==> src/rtl/h14tx_pkg.sv <==
// Shared types for the h14tx video timing generator: timing struct, 720p60 preset,
// and total/validity helpers.
package h14tx_pkg;

  localparam int unsigned VtgBitWidth  = 12;
  localparam int unsigned VtgBitHeight = 11;

  typedef struct packed {
    logic [VtgBitWidth-1:0]  h_active;
    logic [VtgBitWidth-1:0]  h_fp;
    logic [VtgBitWidth-1:0]  h_sync;
    logic [VtgBitWidth-1:0]  h_bp;
    logic [VtgBitHeight-1:0] v_active;
    logic [VtgBitHeight-1:0] v_fp;
    logic [VtgBitHeight-1:0] v_sync;
    logic [VtgBitHeight-1:0] v_bp;
    logic                    hs_pol;
    logic                    vs_pol;
  } vtg_timing_t;

  localparam vtg_timing_t Vtg720p60 = '{
    h_active: 12'd1280, h_fp: 12'd110, h_sync: 12'd40, h_bp: 12'd220,
    v_active: 11'd720,  v_fp: 11'd5,   v_sync: 11'd5,  v_bp: 11'd20,
    hs_pol:   1'b1,     vs_pol: 1'b1
  };

  // Largest total a counter of the given width can still step through (0..total-1).
  localparam logic [VtgBitWidth+1:0]  HTotalMax = {2'b01, {VtgBitWidth{1'b0}}};
  localparam logic [VtgBitHeight+1:0] VTotalMax = {2'b01, {VtgBitHeight{1'b0}}};

  function automatic logic [VtgBitWidth+1:0] vtg_h_total(input vtg_timing_t t);
    return {2'b00, t.h_active} + {2'b00, t.h_fp} + {2'b00, t.h_sync} + {2'b00, t.h_bp};
  endfunction

  function automatic logic [VtgBitHeight+1:0] vtg_v_total(input vtg_timing_t t);
    return {2'b00, t.v_active} + {2'b00, t.v_fp} + {2'b00, t.v_sync} + {2'b00, t.v_bp};
  endfunction

  function automatic logic vtg_valid(input vtg_timing_t t);
    return (t.h_active != '0) && (t.h_sync != '0) && (t.v_active != '0) && (t.v_sync != '0)
        && (vtg_h_total(t) <= HTotalMax) && (vtg_v_total(t) <= VTotalMax);
  endfunction

endpackage

==> src/rtl/h14tx_delay_line.sv <==
// Synchronous-reset shift register with a per-bit reset value; Depth=0 is a plain wire.
module h14tx_delay_line #(
  parameter int unsigned      Width  = 1,
  parameter int unsigned      Depth  = 1,
  parameter logic [Width-1:0] RstVal = '0
) (
  input  logic             clk,
  input  logic             rst,
  input  logic [Width-1:0] d,
  output logic [Width-1:0] q
);

  if (Depth == 0) begin : g_wire
    logic unused_clk_rst;
    assign unused_clk_rst = clk ^ rst;
    assign q = d;
  end else begin : g_sr
    logic [Width-1:0] sr [Depth];

    always_ff @(posedge clk) begin
      if (rst) begin
        for (int unsigned i = 0; i < Depth; i++) sr[i] <= RstVal;
      end else begin
        sr[0] <= d;
        for (int unsigned i = 1; i < Depth; i++) sr[i] <= sr[i-1];
      end
    end

    assign q = sr[Depth-1];
  end

endmodule

==> src/rtl/h14tx_vtg.sv <==
// Runtime-programmable video timing generator: fetch coordinates x/y lead de/sync by Latency.
// Optional genlock input via `define H14TX_VTG_GENLOCK_EN.
module h14tx_vtg
  import h14tx_pkg::*;
#(
  parameter int unsigned BitWidth    = VtgBitWidth,
  parameter int unsigned BitHeight   = VtgBitHeight,
  parameter int unsigned Latency     = 2,
  parameter vtg_timing_t ResetTiming = Vtg720p60
) (
  input  logic                 clk,
  input  logic                 rst,
  input  vtg_timing_t          cfg,
  input  logic                 cfg_load,
  output logic                 cfg_pending,
  output logic                 cfg_err,
  output logic [BitWidth-1:0]  x,
  output logic [BitHeight-1:0] y,
  output logic                 de,
  output logic                 hsync,
  output logic                 vsync,
  output logic                 sof,
  output logic                 eol
`ifdef H14TX_VTG_GENLOCK_EN
  ,
  input  logic                 ext_lock,
  output logic                 locked
`endif
);

  localparam int unsigned HW = BitWidth + 2;
  localparam int unsigned VW = BitHeight + 2;
  localparam logic [4:0] VidRst = {1'b0, ~ResetTiming.hs_pol, ~ResetTiming.vs_pol, 2'b00};

  vtg_timing_t          act, shd;
  logic [BitWidth-1:0]  hc, h_last;
  logic [BitHeight-1:0] vc, v_last;
  logic [HW-1:0]        htot, hs_beg, hs_end;
  logic [VW-1:0]        vtot, vs_beg, vs_end;
  logic                 line_end, frame_end, load_ok, jump;
  logic                 pend_q, err_q;
  logic                 de_raw, hs_raw, vs_raw, sof_raw, eol_raw;
  logic [4:0]           vid_d, vid_q;

  always_comb begin
    htot      = vtg_h_total(act);
    vtot      = vtg_v_total(act);
    hs_beg    = {2'b00, act.h_active} + {2'b00, act.h_fp};
    hs_end    = hs_beg + {2'b00, act.h_sync};
    vs_beg    = {2'b00, act.v_active} + {2'b00, act.v_fp};
    vs_end    = vs_beg + {2'b00, act.v_sync};
    h_last    = BitWidth'(htot - HW'(1));
    v_last    = BitHeight'(vtot - VW'(1));
    line_end  = (hc == h_last);
    frame_end = line_end && (vc == v_last);
    load_ok   = cfg_load && vtg_valid(cfg);
  end

`ifdef H14TX_VTG_GENLOCK_EN
  logic ext_q, near_vs;

  // Edge lands within one cycle of where the natural count would already reach vsync start.
  always_comb begin
    near_vs = (({2'b00, vc} + VW'(1) == vs_beg) && (line_end || (hc == h_last - BitWidth'(1))))
           || (({2'b00, vc} == vs_beg) && (hc == '0));
  end

  assign jump = ext_lock & ~ext_q;

  // ext_q keeps tracking during reset so an edge coinciding with rst is swallowed.
  always_ff @(posedge clk) begin
    ext_q <= ext_lock;
    if (rst)       locked <= 1'b0;
    else if (jump) locked <= near_vs;
  end
`else
  assign jump = 1'b0;
`endif

  always_ff @(posedge clk) begin
    if (rst) begin
      hc     <= '0;
      vc     <= '0;
      act    <= ResetTiming;
      shd    <= ResetTiming;
      pend_q <= 1'b0;
      err_q  <= 1'b0;
    end else begin
      err_q <= cfg_load && !load_ok;
      if (jump) begin
        hc <= '0;
        vc <= BitHeight'(vs_beg);
        if (load_ok) begin
          shd    <= cfg;
          pend_q <= 1'b1;
        end
      end else if (frame_end) begin
        // A valid load on the last cycle bypasses the shadow and applies directly.
        hc     <= '0;
        vc     <= '0;
        pend_q <= 1'b0;
        if (load_ok)     act <= cfg;
        else if (pend_q) act <= shd;
      end else begin
        hc <= line_end ? '0 : hc + BitWidth'(1);
        if (line_end) vc <= vc + BitHeight'(1);
        if (load_ok) begin
          shd    <= cfg;
          pend_q <= 1'b1;
        end
      end
    end
  end

  always_comb begin
    de_raw  = (hc < act.h_active) && (vc < act.v_active);
    hs_raw  = ({2'b00, hc} >= hs_beg) && ({2'b00, hc} < hs_end);
    vs_raw  = ({2'b00, vc} >= vs_beg) && ({2'b00, vc} < vs_end);
    sof_raw = (hc == '0) && (vc == '0);
    eol_raw = (hc == act.h_active - BitWidth'(1)) && (vc < act.v_active);
    vid_d   = {de_raw, ~(hs_raw ^ act.hs_pol), ~(vs_raw ^ act.vs_pol), sof_raw, eol_raw};
  end

  h14tx_delay_line #(
    .Width (5),
    .Depth (Latency),
    .RstVal(VidRst)
  ) u_dly (
    .clk(clk),
    .rst(rst),
    .d  (vid_d),
    .q  (vid_q)
  );

  assign x           = hc;
  assign y           = vc;
  assign cfg_pending = pend_q;
  assign cfg_err     = err_q;
  assign {de, hsync, vsync, sof, eol} = vid_q;

endmodule

==> config.mk <==
export PLATFORM = sky130hd
export DESIGN_NAME = h14tx_vtg
export DESIGN_NICKNAME = d
export VERILOG_FILES = /design/src/rtl/h14tx_pkg.sv /design/src/rtl/h14tx_delay_line.sv /design/src/rtl/h14tx_vtg.sv
export SDC_FILE = /design/constraint.sdc
export NUM_CORES = 1
export LEC_CHECK = 0
export CORE_MARGIN = 3
export CORE_UTILIZATION = 28
export CTS_CLUSTER_SIZE = 28
export DETAILED_ROUTE_END_ITERATION = 10
export PLACE_DENSITY = 0.5
export SYNTH_ARGS = -nofsm -noshare
export SYNTH_HDL_FRONTEND = slang
export SYNTH_SLANG_ARGS = --single-unit
==> constraint.sdc <==
create_clock -name clk -period 9.7 [get_ports clk]
set_input_delay 0.97 -clock clk [delete_from_list [all_inputs] [get_ports clk]]
set_output_delay 0.97 -clock clk [all_outputs]
set_load 0.02 [all_outputs]
Word-level counts from Yosys, hierarchy flattened --
Memories as Yosys holds them, arrays and structs flattened. Cells that the tools add are included.
Word-level totals: output and inout port bits 30, memories 1, bits in registers 213, bits of input ports 97, RAM bits 10
Operators by class: multiplexer cells 7, bitwise gates (word level) 7, reduce and logical (&&, ||, !) cells 25, add/subtract/negate cells 17, eq/ne operators 3, magnitude comparators 8
Memories:
- u_dly.g_sr.sr | depth 2, bits a word 5, read ports 2, clocked after memory_dff 0, write ports 2, RTL line h14tx_delay_line.sv:18 | logic [Width-1:0] sr [Depth];
Operator list (count):
- 94-bit 2-to-1 mux | 2
- 13-bit by 12-bit adder with 14-bit output | 2
- 12-bit by 11-bit adder with 13-bit output | 2
- 12-bit by 12-bit adder with 13-bit output | 2
- 11-bit by 11-bit adder with 12-bit output | 2
- 12-bit equality test | 2
- 12-bit nonzero test | 2
- 12-bit by 1-bit subtractor with 12-bit output, second input constant | 2
- 11-bit nonzero test | 2
- 14-bit by 12-bit adder with 14-bit output | 1
- 14-bit by 13-bit <= comparator with 1-bit output, second input constant | 1
- 12-bit by 14-bit less-than comparator with 1-bit output | 1
- 13-bit by 11-bit adder with 13-bit output | 1
- 12-bit by 13-bit greater-or-equal comparator with 1-bit output | 1
- 13-bit by 12-bit <= comparator with 1-bit output, second input constant | 1
- 1-bit logical AND | 13
- 11-bit by 13-bit less-than comparator with 1-bit output | 1
- 12-bit by 1-bit adder with 12-bit output, second input constant | 1
- 12-bit adder | 1
- 11-bit by 12-bit greater-or-equal comparator with 1-bit output | 1
- 12-bit zero test | 1
- 12-bit less-than comparator | 1
- 11-bit by 1-bit adder with 11-bit output, second input constant | 1
- 11-bit adder | 1
- 14 further kinds | 22

Longest topological paths before layout --
depth after elaboration 9, depth in mapped cells 29, depth with buffers taken out 26

Modules after synthesis --
From an unflattened synthesis, not the netlist that was laid out.
Unflattened totals: cell total of the unflattened synthesis 1937, area, all modules 16499.6 um^2
By module, submodules not included:
- h14tx_vtg | area an instance 16199.3 um^2, instances 1, cells an instance 1912, sequential area each 4264.1 um^2
- h14tx_delay_line | area an instance 300.3 um^2, instances 1, cells an instance 25, sequential area each 200.2 um^2

Worst setup path before layout --
No wires, ideal clock.
kind register -> register, from reg act[82] in the netlist's numbering, to reg act[15] in the netlist's numbering, slack 4.144 ns, cell stages (with the launch flop) 29, arrival 5.425 ns, buffers on the path 2, path through dfxtp_1 > ha_1 > inv_1 > fa_1 > nor2b_1 > o21ai_0 > a21boi_0 > o21ai_0 > a21oi_1 > nor2_1 > xnor2_1 > ha_1 > a21o_1 > a21oi_1 > nand2_1 > a31oi_1 > xor2_1 > ha_1 > inv_1 > ha_1 > nand2_1 > o31ai_1 > xnor2_1 > xnor2_1 > or4b_1 > clkbuf_1 > buf_2 > a2111oi_0 > o21ai_1
On the way: longest elaborated chain between the ends 7
RTL lines:
- start, declared | RTL line h14tx_vtg.sv:35 | vtg_timing_t act, shd;
- start signal, assigned | RTL line h14tx_vtg.sv:84 | act <= ResetTiming;
- start signal, assigned | RTL line h14tx_vtg.sv:102 | if (load_ok) act <= cfg;
- 12-bit by 12-bit adder with 13-bit output
- 13-bit by 12-bit adder with 14-bit output
- 12-bit adder | RTL line h14tx_pkg.sv:32 | return {2'b00, t.h_active} + {2'b00, t.h_fp} + {2'b00, t.h_sync} + {2'b00, t.h_bp};
- 12-bit by 1-bit subtractor with 12-bit output | RTL line h14tx_vtg.sv:52 | h_last = BitWidth'(htot - HW'(1));
- 12-bit equality test | RTL line h14tx_vtg.sv:54 | line_end = (hc == h_last);
- 1-bit logical AND | RTL line h14tx_vtg.sv:55 | frame_end = line_end && (vc == v_last);
- 2-bit AND reduction (no line)
No other way between the ends. A chain may end at the register's enable or synchronous reset.

Final worst setup path --
from reg act[82] in the netlist's numbering, to reg act[12] in the netlist's numbering
The elaborated chain is that of the path after synthesis.

==> metrics.txt <==
cell area after placement 18400 um2; hold_buf cts 0; Initial DRC Count roughly 1200; final hold slack 0.440 ns; required time of the critical path 10.06 ns; delay-heaviest family, CP compound AO/OA/AOI/OAI gates; logic gate share of total power 27.1%; Hold WC Path Type flop to flop; critical path peak fanout 78; net switching fraction of the power 32.8%; floorplan die area about 62000 um2; largest net degree at the start of global routing 215; Netlist Area Pre-Place approximately 17000 um2; Placement Setup Slack around 2.1 ns; share of synthesized area occupied by flip-flops and latches 26.9%; Final Cell Area between 15000 and 20000 um2; static leakage power 0.00728 uW; Power Density around 140 nW/um2; Vias 15100; register share of total power 36.0%; number of stages on the worst setup path 28; Critical Path Start act[82]; Setup Buffers After CTS 0; die extent in y 249 um; number of cells produced by synthesis just over 2000; Detail Route Antenna Nets 0; number of gates given a new drive strength after cts 0; slowest stage delay, CP 0.87 ns; worst max-slew margin expressed relative to the limit a little over a tenth; placer's final routability congestion estimate between 0.8 and 0.9; Worst Path Class, Setup flop to flop; nets in the synthesized netlist 2365; most used flip-flop cell after synthesis dfxtp_1; Layout area overhead 16.2%; Worst setup endpoint act[12]; Final Hold Fails 0; DRC violation count after routing 0; core footprint 58100 um2; Bufs on Longest Clock Path 3; CTS Buf Count 26; clock latency at the later pin of the worst-skew pair 0.54 ns; Cell Int Power 1860 uW; I/O pins 127; Root Buffer Master clkbuf_16; top achievable clock speed 135 MHz; Worst Setup End Kind flop; Peak VDD IR between 150 and 200 uV; post-route minimum period 7.42 ns; worst setup slack after layout 2.28 ns; number of synthesized flops with an enable pin 0; final setup violating endpoints 0; run status complete, no violations; number of distinct standard cells referenced by the synthesized netlist 66; worst reg-to-reg path cell count 28; portion of synthesized cell area occupied by the leading cell type 26.9%; register bit total from synthesis approximately 220; reg-to-reg startpoint act[82]; Detailed Place HPWL approximately 40 mm; FF-to-FF End act[12]; global-route wire length before repair 86.1 mm; global-route congestion overflow total 0; register clock-pin slew on the reported worst setup and hold paths approximately 0.06 ns; aggregate routed wire length between 50 and 60 mm; transition time at the pin with the least slew margin roughly 1.3 ns; share of async-settable or async-resettable flops after synthesis 0%; internal reg-to-reg setup slack 2.28 ns; largest area contributor in the netlist dfxtp_1; Worst EP arrival 7.79 ns; width of the die 249 um; TritonCTS clock tree built; Hold Path Stages 1; number of buffers and inverters on the critical path 4; Placement Rows 88; critical path startpoint category flop; detail-routed net length per standard cell 19.1 um; most area-consuming cells after synthesis dfxtp_1 (27%), ha_1 (14%), a21oi_1 (6.4%); power spent charging and discharging nets 905 uW; Sum Neg Setup Slack 0 ns; number of clock sinks 223; per-instance average area after synthesis 8.14 um2; number of global-route vias before repair 14600; ANT cells 0; proportion of layout cells with a drive suffix above 1 3.50%; total power 2760 uW; count of maximum capacitance violations 0; final worst path period share between 70% and 80%; total number of H-tree levels 1; final slew viol count 0; number of detailed-route iterations in the first pass 7; crit-path most repeated cell ha_1; effective utilization at floorplan 28.5%; unrepaired setup endpoints after global routing false; Global Route Usage Sum 17.1%; final net count ~2400; Ys Warns 0; count of buffers from port buffering 126; clock skew after layout 0.0152 ns; clock network fraction of total power 36.9%; critical path's slowest cell or4b_4; average vias per placed instance roughly 5.3; initial antenna violation count 0
worst reg2reg max path: cells and delay by family (launching register included):
family	cells	cell delay [ns]
AO/OA/AOI/OAI	9	1.89
XOR/XNOR	4	0.63
adder cells (fa/ha/maj)	5	1.54
buffers and inverters	4	0.92
flip-flops	1	0.41
AND/OR/NAND/NOR	6	1.86
cells by family after synthesis:
group / after synthesis / share of synthesized area [%]
buf+inv: 267 / 6.41
xor+xnor: 115 / 6.08
compound gates: 612 / 23.2
simple gates: 576 / 16.8
mux: 11 / 0.687
fa+ha+maj: 232 / 19.9
flops: 223 / 26.9
per-layer routing:
layer | up-vias | global-route usage [%] | wire [um]
met5 | - | 0 | 0
met4 | 0 | 4.82 | 1500
met3 | 70 | 2.33 | 2540
met2 | 358 | 26.9 | 24400
met1 | 7300 | 24.4 | 26100
li1 | 7395 | - | -
registers in the layout, indices dropped and copies added, names as in the netlist:
| signal | flops |
|---|---|
| y | 11 |
| u_dly.g_sr.sr | 10 |
| cfg_err | 1 |
| x | 12 |
| shd | 94 |
| cfg_pending | 1 |
| act | 94 |
cell usage after synthesis, drive strengths merged, types with 15 or more instances:
library cell,n
dfxtp,223
a21oi,213
nand2,187
ha,180
o21ai,165
nand3,147
inv,136
clkbuf,91
nor2,74
xnor2,73
a311oi,71
fa,52
xor2,42
nor2b,41
buf,40
a21o,35
a2111oi,29
nor3,28
nor4,24
o21a,17
nand2b,15
nand4,15
area by class of cell:
type	instances	area [um2]
fill	6106	38900
multi-input combinational	1546	11100
sequential	223	4460
timing repair buffer	137	1370
tap	765	957
clock buffer	36	779
inverter	136	510
clock inverter	9	105
metrics by stage:
step | utilization [%] | instances
2_1_floorplan | - | 2036
3_3_place_gp | 31.6 | 2807
3_5_place_dp | 31.6 | 2807
4_1_cts | 33.1 | 2852
5_1_grt | 33.1 | 2852
6_report | 33.1 | 2852
cells in the final DEF, fill, tap and decap left out, types with 5 or more instances in the layout:
cell | netlist | layout
a2111oi_0 | 28 | 27
a211oi_1 | 14 | 14
a21boi_0 | 6 | 6
a21o_1 | 35 | 35
a21oi_1 | 213 | 213
a311oi_1 | 71 | 71
a31oi_1 | 7 | 7
and3_1 | 9 | 9
buf_4 | 6 | 10
clkbuf_16 | 0 | 27
clkbuf_8 | 0 | 7
clkdlybuf4s50_1 | 0 | 125
dfxtp_1 | 223 | 223
fa_1 | 52 | 52
ha_1 | 180 | 180
inv_1 | 135 | 134
mux2i_1 | 8 | 8
nand2_1 | 187 | 186
nand2b_1 | 15 | 15
nand3_1 | 147 | 147
nand4_1 | 15 | 15
nor2_1 | 74 | 72
nor2b_1 | 41 | 41
nor3_1 | 28 | 28
nor3b_1 | 7 | 7
nor4_1 | 24 | 24
nor4b_1 | 7 | 7
o2111ai_1 | 6 | 6
o211ai_1 | 7 | 7
o21a_1 | 17 | 17
o21ai_0 | 154 | 154
o21ai_1 | 11 | 11
o21bai_1 | 5 | 5
or3_1 | 6 | 6
xnor2_1 | 73 | 73
xor2_1 | 42 | 42
worst min-delay path by stage:
| stage | to | start |
|---|---|---|
| after detailed placement | u_dly.g_sr.sr[0][8] | u_dly.g_sr.sr[0][3] |
| after floorplan | u_dly.g_sr.sr[0][5] | u_dly.g_sr.sr[0][0] |
| after global routing | u_dly.g_sr.sr[0][8] | u_dly.g_sr.sr[0][3] |
| after CTS | u_dly.g_sr.sr[0][8] | u_dly.g_sr.sr[0][3] |
| final | u_dly.g_sr.sr[0][7] | u_dly.g_sr.sr[0][2] |
| after global placement | u_dly.g_sr.sr[0][8] | u_dly.g_sr.sr[0][3] |
power by group through the flow:
stage	combinational [uW]	clock [uW]	sequential, uW
global route	840	1080	1000
detailed placement	747	0	1010
floorplan	530	0	1010
CTS	750	1040	993
global placement	737	0	1010
finish	750	1020	994
No activity file was read; power rests on OpenSTA's default activity.
